File: config.mk
export PLATFORM = sky130hd
export DESIGN_NAME = valtrain_pattern_gen
export DESIGN_NICKNAME = d
export VERILOG_FILES = /design/src/rtl/valtrain_pattern_gen.sv
export SDC_FILE = /design/constraint.sdc
export NUM_CORES = 1
export LEC_CHECK = 0
export CAP_MARGIN = 30
export CORE_ASPECT_RATIO = 0.75
export CORE_MARGIN = 2
export CORE_UTILIZATION = 43
export DETAILED_ROUTE_END_ITERATION = 10
export GPL_TIMING_DRIVEN = 0
export PLACE_DENSITY = 0.77
export SLEW_MARGIN = 20
export SYNTH_ARGS = -nofsm -noshare
export SYNTH_HDL_FRONTEND = slang
export SYNTH_SLANG_ARGS = --single-unit
File: constraint.sdc
create_clock -name i_clk -period 2.2 [get_ports i_clk]
set_input_delay 0.22 -clock i_clk [delete_from_list [all_inputs] [get_ports i_clk]]
set_output_delay 0.22 -clock i_clk [all_outputs]
set_load 0.02 [all_outputs]
File: src/rtl/valtrain_pattern_gen.sv
// rtl/valtrain_pattern_gen.sv - valid-lane training pattern generator for the mainband TX path
// Bounded bursts of the replicated valid pattern, or open-ended framing, handshaked with the serializer.
module valtrain_pattern_gen #(
  parameter int          DATA_W   = 32,
  parameter int          CNT_W    = 7,
  parameter logic [7:0]  BASE_PAT = 8'hF0
) (
  input  logic              i_clk,
  input  logic              i_rst_n,
  input  logic              i_pattern_en,
  input  logic              i_frame_en,
  input  logic [CNT_W-1:0]  i_burst_len,
  input  logic              i_clear,
  input  logic              i_ready,
  output logic [DATA_W-1:0] o_tvld,
  output logic              o_tvld_valid,
  output logic              o_enable_detector,
  output logic              o_done,
  output logic              o_busy,
  output logic [CNT_W-1:0]  o_beat_cnt
);

  if ((DATA_W % 8) != 0 || DATA_W < 8) begin : g_bad_width
    $error("DATA_W must be a non-zero multiple of 8");
  end

  typedef enum logic [1:0] {
    IDLE    = 2'd0,
    PATTERN = 2'd1,
    FRAMING = 2'd2,
    DONE    = 2'd3
  } state_t;

  localparam logic [CNT_W-1:0] CNT_ONE = 1;

  state_t           state, state_nxt;
  logic [CNT_W-1:0] cnt, cnt_nxt;
  logic [CNT_W-1:0] len, len_nxt;
  logic             xfer;
  logic             last_beat;

  always_ff @(posedge i_clk or negedge i_rst_n) begin
    if (!i_rst_n) begin
      state <= IDLE;
      cnt   <= '0;
      len   <= '0;
    end else begin
      state <= state_nxt;
      cnt   <= cnt_nxt;
      len   <= len_nxt;
    end
  end

  assign xfer = o_tvld_valid & i_ready;
  // A latched length of 0 makes len-1 wrap to all ones, giving the full 2^CNT_W burst.
  assign last_beat = (cnt == (len - CNT_ONE));

  always_comb begin
    state_nxt = state;
    cnt_nxt   = cnt;
    len_nxt   = len;
    case (state)
      IDLE: begin
        if (i_pattern_en) begin
          state_nxt = PATTERN;
          len_nxt   = i_burst_len;
          cnt_nxt   = '0;
        end else if (i_frame_en) begin
          state_nxt = FRAMING;
          cnt_nxt   = '0;
        end
      end
      PATTERN: begin
        if (xfer) begin
          cnt_nxt = cnt + CNT_ONE;
          if (last_beat) state_nxt = DONE;
        end
      end
      DONE: begin
        if (!i_pattern_en) begin
          state_nxt = IDLE;
          cnt_nxt   = '0;
        end
      end
      FRAMING: begin
        cnt_nxt = '0;
        if (!i_frame_en) state_nxt = IDLE;
      end
      default: begin
        state_nxt = IDLE;
        cnt_nxt   = '0;
      end
    endcase
    if (i_clear) begin
      state_nxt = IDLE;
      cnt_nxt   = '0;
    end
  end

  assign o_tvld_valid      = (state == PATTERN) || (state == FRAMING);
  assign o_tvld            = o_tvld_valid ? {(DATA_W/8){BASE_PAT}} : '0;
  assign o_enable_detector = (state == PATTERN);
  assign o_done            = (state == DONE);
  assign o_busy            = (state != IDLE);
  assign o_beat_cnt        = cnt;

endmodule

* Yosys cells after proc, flatten, opt, wreduce, memory -nomap -nowiden
Cells that the tools add are included.
Widths: inputs -> output; s select.
** Storage, ports and cells
- Register bits :: 16
- Latch bits :: 0
- RAM bits :: 0
- Memory bits (read-only) :: 0
- Output and inout port bits :: 43
- Memories :: 0
** Operators by class
- Add/subtract/negate cells :: 2
- Multiply operators :: 0
- Div/mod/pow operators :: 0
- Magnitude comparators :: 0
- Eq/ne operators :: 9
- Shifts and indexed selects :: 0
- Multiplexer cells :: 15
- Bitwise operators :: 1
- Reduce and logical (&&, ||, !) cells :: 6
** Operators by type and width (count)
- $mux 7 :: 5
- $mux 32 :: 1
- $pmux 7 s4 :: 1
- $mux 2 :: 7
- $pmux 2 s4 :: 1
- $add 7x1->7 const B :: 1
- $eq 7x7->1 :: 1
- $sub 7x1->7 const B :: 1
- $ne 3x2->1 const B :: 2
- $ne 3x3->1 const B :: 2
- $reduce_and 5->1 :: 1
- $eq 2x2->1 const B :: 2
- $ne 4x4->1 const B :: 1
- $reduce_and 3->1 :: 1
- $eq 2x1->1 const B :: 1
- $logic_not 2->1 :: 1
- $reduce_and 2->1 :: 1
- $reduce_bool 2->1 :: 1
- $and 1x1->1 :: 1
- $logic_or 1x1->1 :: 1

* Depth between registers and ports, before layout
Gate-level depths: netlist of the first run.
- Depth in word-level cells :: 6
- Depth in mapped cells :: 9
- Depth with buffers taken out :: 8

* Least setup slack after synthesis of the first run
OpenSTA, ideal clock, no wires.
- Path type :: register to register
- Start point :: register state[0]
- End point :: register cnt[6] (netlist: o_beat_cnt[6])
- Setup time :: 0.131 ns
- Arrival time :: 2.081 ns
- Required time :: 2.069 ns
- Setup slack :: -0.012 ns
- Cell stages (with the launch flop) :: 9
- Buffers on the path :: 0
- Cell sequence :: dfrtp_1 inv_1 ha_1 a21bo_2 a31oi_2 nand4b_1 or2_1 xor2_1 nor2_1
** Between the ends
- Word-level cells in the longest chain between the ends :: 5
- Elaborated cells between the ends (all ways) :: 12
- Those cells by class :: 6 x eq/ne; 2 x mux; 1 x bitwise; 3 x reduce/logical
** RTL lines
- start: declaration :: line 36 : state_t state, state_nxt;
- start signal: assignment :: line 48 : state <= state_nxt;
- $eq 2x1->1 or $eq 2x2->1 (tied branches) :: line 100 : assign o_tvld_valid = (state == PATTERN) || (state == FRAMING);
- $logic_or 1x1->1 * :: line 100
- net o_tvld_valid :: line 16 : output logic o_tvld_valid,
- $and 1x1->1 * :: line 54 : assign xfer = o_tvld_valid & i_ready;
- $ne 3x2->1 (no line) *
- $reduce_and 3->1 (no line) *
- end signal: assignment :: line 49 : cnt <= cnt_nxt;
- end: declaration :: line 37 : logic [CNT_W-1:0] cnt, cnt_nxt;
The timed path passes the listed nets; every way through them passes the cells marked *.
A chain may end at the register's enable or synchronous reset.

* Worst setup path after layout of the first run
- Start point :: register state[1]
- End point :: output o_tvld[13]
** Between the ends
- Word-level cells in the longest chain between the ends :: 3
- Elaborated cells between the ends (all ways) :: 4
- Those cells by class :: 2 x eq/ne; 1 x mux; 1 x reduce/logical
** RTL lines
- $eq 2x1->1 or $eq 2x2->1 (tied branches) :: line 100
- $logic_or 1x1->1 * :: line 100
- $mux 32 * :: line 101 : assign o_tvld = o_tvld_valid ? {(DATA_W/8){BASE_PAT}} : '0;
- end: declaration :: line 15 : output logic [DATA_W-1:0] o_tvld,
Every way passes the cells marked *; elsewhere a longest branch is shown, timed or not.

==> results of run 1 <==
## cell usage after synthesis (2+ instances only)
cell type	number	area, µm²
nand3b_1	2	15.0
nor3_1	2	10.0
mux2_2	7	78.8
inv_1	6	22.5
mux2i_1	2	20.0
ha_1	7	87.6
o21bai_1	3	22.5
a21oi_1	3	15.0
buf_4	32	240
a211oi_1	2	15.0
nand3_1	3	15.0
or2b_1	2	15.0
nor2b_1	2	12.5
nand2_1	6	22.5
nor2_1	9	33.8
dfrtp_1	16	400
xnor2_1	5	43.8
xor2_1	7	61.3
## what timing repair did
action                                  4_1_cts  5_1_grt
resized for setup                             3        9
buffers inserted                              0        3
endpoints found under the setup margin       18       19
pin swaps                                     1        3
## registers in the layout, indices dropped and copies added, names as in the netlist
| register | flops |
|---|---|
| o_beat_cnt | 7 |
| state | 2 |
| len | 7 |
## kinds of logic (layout without fill, tap and decap cells)
logic type               after synthesis  in the layout  share of synthesized area
other                                  1             16                    0.00268
AO/OA/AOI/OAI                         21             21                      0.125
multiplexers                           9              9                     0.0707
AND/OR/NAND/NOR                       36             36                      0.159
adder cells (fa/ha/maj)                7              7                     0.0626
buffers and inverters                 41             87                      0.202
XOR/XNOR                              13             13                     0.0912
flip-flops                            16             16                      0.286
## through the flow
stage          worst slack [ps]  hold slack, ps  power (µW)
2_1_floorplan               132           -75.6        2010
3_3_place_gp               49.8             577        2720
3_5_place_dp              -50.7             582        2800
4_1_cts                    6.19             427        3120
5_1_grt                   -36.1             458        3390
6_report                   80.1             406        3200
## worst paths after layout
kind	endpoint	slack, ps	depth (start not counted)
worst max-delay path	o_tvld[13]	80	4
max in group asynchronous	state[0]	1330	1
worst min register to register	o_beat_cnt[1]	600	2
worst min-delay path	o_beat_cnt[6]	410	1
worst max register to register	o_beat_cnt[6]	100	8
min in group i_clk	len[1]	580	2
## metal layers
metal  share of wire  up-vias  global-route usage
li1                -      570                   -
met1            0.44      555               0.233
met2            0.49       46               0.300
met3           0.052        6              0.0362
met4           0.013        0              0.0577
met5               0        -                   0
## power by group through the flow
stage | Clock, µW | Sequential [µW] | Combinational, µW
2_1_floorplan | 0 | 490 | 1520
3_3_place_gp | 0 | 507 | 2210
3_5_place_dp | 0 | 516 | 2290
4_1_cts | 270 | 512 | 2340
5_1_grt | 294 | 534 | 2560
6_report | 266 | 519 | 2420
## final cells by class
type	count	area, µm²	share of cell area
plain buffers	35	260	0.129
clock buffers	4	55.1	0.0272
inverters	6	22.5	0.0111
multi-input cells	102	822	0.406
flip-flops and latches	16	400	0.198
well taps	38	47.5	0.0235
repair buffers	42	415	0.205
==> out/qor.txt, run 1 <==
# hold bufs at CTS -> 0
Comb pwr share -> 0.755
Crit path largest cell delay -> 600 ps
IO Port Bufs -> 39
Die area -> 3730 µm²
Initial antenna violation count -> 0
Sink Count -> 16
Starting DRT DRC Count -> 38
Remaining DRCs -> 0
DRT Wirelength -> 3.28 mm
Latest clock arrival within the worst-skew pair -> 250 ps
CTS tree -> built
Pwr dens -> 1580 nW/µm²
Design Area, Final -> 2020 µm²
Worst-path cell chain -> inv_1, ha_4, buf_4, clkdlybuf4s50_1
Switch share -> 0.424
Setup Viol. Count Final -> 0
Clock Skew -> 0.958 ps
Vias in the first global route -> 1058
Antenna Cells -> 0
Vias per inst -> 4.84
Worst path top cell family by delay -> buffers and inverters
Num CTS Buffers -> 3
Ys async rst share -> 1.00
Period utilization -> 0.964
Leak pwr -> 0.000949 µW
Placed Cells incl. Taps -> 236
Req. time, crit path -> 1980 ps
Fill count -> 231
Crit path from -> state[1]
Area Overhead vs Synth -> 44.6%
Post-route ant nets -> 0
Synth unique cells -> 46
Mapped Area -> 1400 µm²
Seq/Total Area, Yosys -> 0.286
Register bit total from synthesis -> 16
Routability cong. -> 0.711
Crit-path slowest cell -> clkdlybuf4s50_1
Die Span X -> 69.9 µm
Vias -> 1177
Commonest cells after routing, fill and taps aside -> buf_4 (36), clkdlybuf4s50_1 (36), conb_1 (16), dfrtp_1 (16), nor2_1 (9)
DP Wirelength -> 2.51 mm
Congestion Overflow GR -> 0
WP data arrival -> 1900 ps
First-pass GRT wire length -> 5.10 mm
Fin cells -> 243
Yosys warns -> 0
I/O pins -> 56
Max FO, Critical Path -> 18
Status -> finished clean
Net switching power -> 1360 µW
Total GRT Usage -> 0.179
CTS H-Tree Depth -> 1
Worst Hold Class -> in -> async
Clk network pwr share -> 0.083
Share of cells above drive strength 1 -> 0.312
Crit Reg-Reg Startpoint -> state[1]
Crit. End Element -> output pin
CTS Root Cell -> clkbuf_8
Clk buf depth -> 2
Final setup TNS -> 0 ps
Initial Util -> 0.463
CP bufs+invs -> 3
Fin. max-slew vios -> 0
Post-place instance area -> 1900 µm²
Net count, final -> 226
Post-synth EDFFs -> 0
Row cnt -> 17
Crit Path Category -> reg -> out
Drt pass-1 iters -> 4
Register share of total power -> 0.162
Mapped Avg Cell Area -> 9.71 µm²
WL/cell -> 13.5 µm
Highest Clock Rate -> 472 MHz
Largest net degree at the start of global routing -> 19
Final core occ -> 0.670
Final min period -> 2120 ps
Die H -> 53.4 µm
Reg clk slew, reported paths -> 70 ps
Synth Flop Type -> dfrtp_1
Slew HR -> 0.506
Least-Margin Pin Slew -> 738 ps
Gate Count Post-Synth -> 144
Fin. Hold Viols -> 0
Startpoint Class -> flop
Internal Power -> 1840 µW
Core area -> 3020 µm²
Max capacitance violation total -> 0
VDD IR max -> 1.21 mV
Note: power is estimated with default switching activity, not from simulation.
==> run 2, diff against run 1 <==
--- a/config.mk
+++ b/config.mk
@@ -8,10 +8,10 @@
 export CAP_MARGIN = 30
 export CORE_ASPECT_RATIO = 0.75
 export CORE_MARGIN = 2
-export CORE_UTILIZATION = 43
+export CORE_UTILIZATION = 39
 export DETAILED_ROUTE_END_ITERATION = 10
 export GPL_TIMING_DRIVEN = 0
-export PLACE_DENSITY = 0.77
+export PLACE_DENSITY = 0.73
 export SLEW_MARGIN = 20
 export SYNTH_ARGS = -nofsm -noshare
 export SYNTH_HDL_FRONTEND = slang
==> constraint.sdc (replaced) <==
create_clock -name i_clk -period 1.8 [get_ports i_clk]
set_input_delay 0.18 -clock i_clk [delete_from_list [all_inputs] [get_ports i_clk]]
set_output_delay 0.18 -clock i_clk [all_outputs]
set_load 0.02 [all_outputs]
==> out/qor.txt, run 2 (synthesized netlist as in run 1, its figures left out) <==
Worst Hold Class -> in -> async
Reg clk slew, reported paths -> 70 ps (about the same)
Final min period -> 1930 ps
DP Wirelength -> 2.37 mm (-5.6%)
Pwr dens -> 1870 nW/µm² (+18%)
Starting DRT DRC Count -> 18 (-53%)
CP bufs+invs -> 1 (-2)
First-pass GRT wire length -> 5.60 mm (+9.9%)
WP data arrival -> 2060 ps (+160 ps)
Share of cells above drive strength 1 -> 0.440 (+0.128)
Period utilization -> 1.07
Fin. Hold Viols -> 0 (unchanged)
Post-route ant nets -> 0 (unchanged)
Final worst setup slack -> -125 ps (-206 ps)
CTS Root Cell -> clkbuf_8
Net count, final -> 237 (+4.9%)
Die area -> 4090 µm² (+9.6%)
Total GRT Usage -> 0.177 (-0.00174)
Area of the multi-input gates -> 863 µm² (+5.0%)
Crit Path Category -> reg -> reg
Crit. End Element -> flop
Area Overhead vs Synth -> 52.1%
Slew HR -> 0.470 (-0.0367)
VDD IR max -> 0.934 mV (-23%)
Num CTS Buffers -> 3 (unchanged)
Row cnt -> 18 (+1)
Core area -> 3360 µm² (+11%)
Leak pwr -> 0.00103 µW (+8.9%)
Setup Viol. Count Final -> 5 (+5)
Pre-CTS setup slack -> -270 ps (-219 ps)
Routability cong. -> 0.852 (+20%)
Critical path depth -> 8 (+4)
Crit Reg-Reg Startpoint -> state[0]
Crit-path slowest cell -> dfrtp_2
Largest net degree at the start of global routing -> 17 (-2)
Reg2reg setup slack -> -130 ps (-230 ps)
Highest Clock Rate -> 519 MHz
Vias -> 1221 (+3.7%)
Worst reg2reg path depth -> 8 (unchanged)
Fill count -> 280 (+21%)
Crit path from -> state[0]
R2r endpoint -> o_beat_cnt[6]
Final Total Pwr -> 3970 µW (+24%)
IO Port Bufs -> 39 (unchanged)
WL/cell -> 13.8 µm (+1.9%)
Commonest non-fill, non-tap cell in the layout -> buf_4
Drt pass-1 iters -> 4 (unchanged)
DRT Wirelength -> 3.52 mm (+7.3%)
Status -> finished, violations left
Failing checks -> setup timing
Vias in the first global route -> 1218 (+15%)
Initial antenna violation count -> 0 (unchanged)
Congestion Overflow GR -> 0 (unchanged)
CTS tree -> built
Clk buf depth -> 2 (unchanged)
Remaining DRCs -> 0 (unchanged)
Req. time, crit path -> 1930 ps (-50 ps)
Startpoint Class -> flop
Sink Count -> 16 (unchanged)
Least-Margin Pin Slew -> 793 ps (+54.9 ps)
Worst path top cell family by delay -> simple AND/OR/NAND/NOR gates
CP endpoint -> o_beat_cnt[6]
CTS H-Tree Depth -> 1 (unchanged)
Crit path largest cell delay -> 420 ps (-180 ps)
Worst-path cell chain -> inv_2, ha_4, or3b_4, a31oi_4, nand4b_1, or2_1, xor2_1, nor2_1
RSZ-0062 raised after global routing -> yes
Die Span X -> 73.2 µm (+4.7%)
# hold bufs at CTS -> 0 (unchanged)
Fin. max-slew vios -> 0 (unchanged)
Max FO, Critical Path -> 3 (-15)
Max capacitance violation total -> 0 (unchanged)
I/O pins -> 56 (unchanged)
Register Area -> 404 µm² (+0.94%)
Antenna Cells -> 0 (unchanged)
Latest clock arrival within the worst-skew pair -> 260 ps (about the same)
Vias per inst -> 4.77 (-1.5%)
Die H -> 55.9 µm (+4.6%)
Commonest cells after routing, fill and taps aside -> buf_4 (47), clkdlybuf4s50_1 (19), conb_1 (16)
Clock Skew -> 7.73 ps (+6.78 ps)
Initial Util -> 0.417 (-0.0463)
==> run 2: cell count changes in the layout (fill, tap and decap cells not counted), sizes merged <==
cell,previous run,this run
dlygate4sd2,0,5
clkdlybuf4s50,36,19
clkbuf,5,11
clkdlybuf4s15,0,5
buf,38,50
==> run 2: what timing repair did <==
action / CTS / global route
cloned: 0 / 0
buffers inserted: 15 / 0
pin swaps: 7 / 7
setup endpoints to repair: 26 / 20
resized for setup: 29 / 25
==> run 2: per-stage QoR <==
step / utilization / std cells / area (µm²) / TNS (ps) / hold WS (ps)
2_1_floorplan: - / 159 / 1510 / -113 / -116
3_3_place_gp: 0.582 / 238 / 1950 / -699 / 584
3_5_place_dp: 0.582 / 238 / 1950 / -1660 / 601
4_1_cts: 0.633 / 257 / 2120 / -313 / 385
5_1_grt: 0.634 / 256 / 2130 / -981 / 405
6_report: 0.634 / 256 / 2130 / -417 / 381
==> run 2: worst min-delay path by stage <==
stage / depth (start not counted) / startpoint / slack [ps] / to
3_3_place_gp: 1 / len[5] / 580 / len[5]
5_1_grt: 1 / i_rst_n / 400 / o_beat_cnt[2]
2_1_floorplan: 0 / i_rst_n / -120 / len[0]
4_1_cts: 1 / i_rst_n / 380 / o_beat_cnt[4]
3_5_place_dp: 1 / len[5] / 600 / len[5]
6_report: 1 / i_rst_n / 380 / state[0]
==> run 2: power breakdown <==
group / internal (µW) / leakage (µW) / total (µW) / switching [µW]
combinational: 1580 / 0.000803 / 3020 / 1440
sequential: 474 / 0.000202 / 618 / 144
clock: 194 / 0.0000288 / 335 / 140
total: 2240 / 0.00103 / 3970 / 1730
==> run 2: layer usage <==
metal  vias to the layer above  share of wire  GRT usage
met5                         -              0          0
met4                         0          0.010     0.0529
met3                         4          0.069     0.0435
met2                        52           0.49      0.304
met1                       573           0.43      0.216
li1                        592              -          -
==> run 2: area by class of cell <==
cell class              count  share of cell area
flip-flops and latches     16               0.190
multi-input cells         102               0.406
well taps                  40              0.0235
repair buffers             54               0.222
clock buffers               4              0.0259
plain buffers              34               0.122
inverters                   6              0.0118
==> run 3, diff against run 2 <==
==> constraint.sdc (replaced) <==
create_clock -name i_clk -period 1.8 [get_ports i_clk]
set_input_delay 0.36 -clock i_clk [delete_from_list [all_inputs] [get_ports i_clk]]
set_output_delay 0.36 -clock i_clk [all_outputs]
set_load 0.02 [all_outputs]
==> out/qor.txt, run 3 (synthesized netlist as in run 1, its figures left out) <==
Routability cong. -> 0.852 (unchanged)
Commonest non-fill, non-tap cell in the layout -> buf_6
Congestion Overflow GR -> 0 (unchanged)
Core area -> 3360 µm² (unchanged)
Latest clock arrival within the worst-skew pair -> 260 ps (about the same)
Period utilization -> 1.06 (-0.0144)
Sink Count -> 16 (unchanged)
Status -> finished, violations left
Fill count -> 264 (-5.7%)
Initial Util -> 0.417 (unchanged)
R2r endpoint -> o_beat_cnt[6]
Die H -> 55.9 µm (unchanged)
Post-route ant nets -> 0 (unchanged)
Total GRT Usage -> 0.178 (+0.00112)
Final worst setup slack -> -99.6 ps (+25.9 ps)
WP data arrival -> 2030 ps (-30 ps)
Vias in the first global route -> 1231 (+1.1%)
Crit Reg-Reg Startpoint -> state[0]
Net count, final -> 242 (+2.1%)
Largest net degree at the start of global routing -> 17 (unchanged)
First-pass GRT wire length -> 5.66 mm (+1.0%)
Drt pass-1 iters -> 4 (unchanged)
Commonest cells after routing, fill and taps aside -> buf_6 (36), buf_4 (31), clkdlybuf4s50_1 (18)
Max capacitance violation total -> 0 (unchanged)
Pre-CTS setup slack -> -434 ps (-164 ps)
Startpoint Class -> flop
Worst Hold Class -> in -> async
VDD IR max -> 1.15 mV (+23%)
WL/cell -> 13.7 µm (-0.38%)
Setup Viol. Count Final -> 14 (+9)
Final min period -> 1900 ps (-25.9 ps)
Req. time, crit path -> 1930 ps (about the same)
Crit-path slowest cell -> dfrtp_2
Failing checks -> setup timing
Die area -> 4090 µm² (unchanged)
Clock Skew -> 6.14 ps (-1.59 ps)
Vias per inst -> 4.79 (+0.33%)
Pwr dens -> 2050 nW/µm² (+9.9%)
Antenna Cells -> 0 (unchanged)
Worst reg2reg path depth -> 8 (unchanged)
Highest Clock Rate -> 526 MHz (+1.4%)
DRT Wirelength -> 3.58 mm (+1.6%)
Crit path largest cell delay -> 430 ps (about the same)
Leak pwr -> 0.00108 µW (+4.6%)
Design Area, Final -> 2270 µm² (+6.8%)
Fin. Hold Viols -> 0 (unchanged)
Starting DRT DRC Count -> 21 (+3)
Worst-path cell chain -> inv_4, ha_4, or3b_4, a31oi_4, nand4b_1, or2_1, xor2_1, nor2_1
Placed Cells incl. Taps -> 238 (unchanged)
Fin cells -> 261 (+2.0%)
RSZ-0062 raised after global routing -> yes
CTS tree -> built
Initial antenna violation count -> 0 (unchanged)
Fin. max-slew vios -> 0 (unchanged)
Share of cells above drive strength 1 -> 0.489 (+0.0489)
Row cnt -> 18 (unchanged)
Reg clk slew, reported paths -> 70 ps (about the same)
Num CTS Buffers -> 3 (unchanged)
# hold bufs at CTS -> 0 (unchanged)
DP Wirelength -> 2.37 mm (unchanged)
Post-place instance area -> 1950 µm² (unchanged)
Remaining DRCs -> 0 (unchanged)
Max FO, Critical Path -> 3 (unchanged)
Slew HR -> 0.483 (+0.0132)
IO Port Bufs -> 39 (unchanged)
Final Total Pwr -> 4660 µW (+17%)
I/O pins -> 56 (unchanged)
Least-Margin Pin Slew -> 773 ps (-19.7 ps)
Final setup TNS -> -473 ps (-55.7 ps)
Area Overhead vs Synth -> 62.5%
CTS Root Cell -> clkbuf_8
CTS H-Tree Depth -> 1 (unchanged)
Clk buf depth -> 2 (unchanged)
Vias -> 1249 (+2.3%)
Die Span X -> 73.2 µm (unchanged)
Crit. End Element -> flop
Reg2reg setup slack -> -100 ps (+30 ps)
Crit Path Category -> reg -> reg
## run 3: changes by cell type in the layout (fill, tap and decap cells not counted), moves of 2 or more
cell / previous run / this run
buf_6: 3 / 36
buf_4: 47 / 31
clkbuf_2: 7 / 1
clkdlybuf4s15_1: 5 / 0
buf_2: 0 / 2
dlygate4sd2_1: 5 / 3
## run 3: through the flow
stage          utilization  hold slack, ps
5_1_grt              0.677             585
2_1_floorplan            -            64.4
3_3_place_gp         0.582             584
3_5_place_dp         0.582             601
4_1_cts              0.668             565
6_report             0.677             555
## run 3: report_power, final
part,leakage (µW),switching (µW),total [µW],internal (µW)
Clock,0.0000288,140,335,194
Sequential,0.000200,150,623,474
Combinational,0.000852,1580,3700,2120
Total,0.00108,1870,4660,2790
## run 3: area by class of cell
type | instances | area (µm²) | area share
tap | 40 | 50.0 | 0.0220
timing repair buffer | 58 | 571 | 0.251
buffer | 35 | 317 | 0.139
inverter | 6 | 27.5 | 0.0121
clock buffer | 4 | 55.1 | 0.0242
multi-input combinational | 102 | 848 | 0.373
sequential | 16 | 405 | 0.178
## run 3: repair_timing
item | 4_1_cts | 5_1_grt
gates resized for setup | 126 | 13
pin swaps | 8 | 7
setup endpoints to repair | 27 | 23
setup buffers | 18 | 2
## run 3: worst max-delay path by stage
stage | endpoint | startpoint | slack, ps | depth (start not counted)
6_report | o_beat_cnt[6] | state[0] | -100 | 8
5_1_grt | state[0] | len[0] | -240 | 9
4_1_cts | state[0] | len[0] | -130 | 9
3_5_place_dp | o_beat_cnt[6] | i_pattern_en | -430 | 7
3_3_place_gp | o_beat_cnt[6] | i_pattern_en | -400 | 7
2_1_floorplan | o_beat_cnt[6] | state[0] | -90 | 8
## run 3: worst max-delay path, delay by kind of cell, from the launching register on
| kind | cells | cell delay, ps |
|---|---|---|
| and+or+nand+nor | 4 | 770 |
| DFF | 1 | 430 |
| AOI/OAI and AO/OA | 1 | 230 |
| xor gates and xnor gates | 1 | 150 |
| adders and majority gates | 1 | 130 |
| buffers and inverters | 1 | 70 |
## run 3: layer usage
layer / wire length, µm / vias to the layer above / track usage
met5: 0 / - / 0
met4: 36 / 0 / 0.0529
met3: 203 / 4 / 0.0435
met2: 1800 / 48 / 0.314
met1: 1540 / 593 / 0.210
li1: - / 604 / -
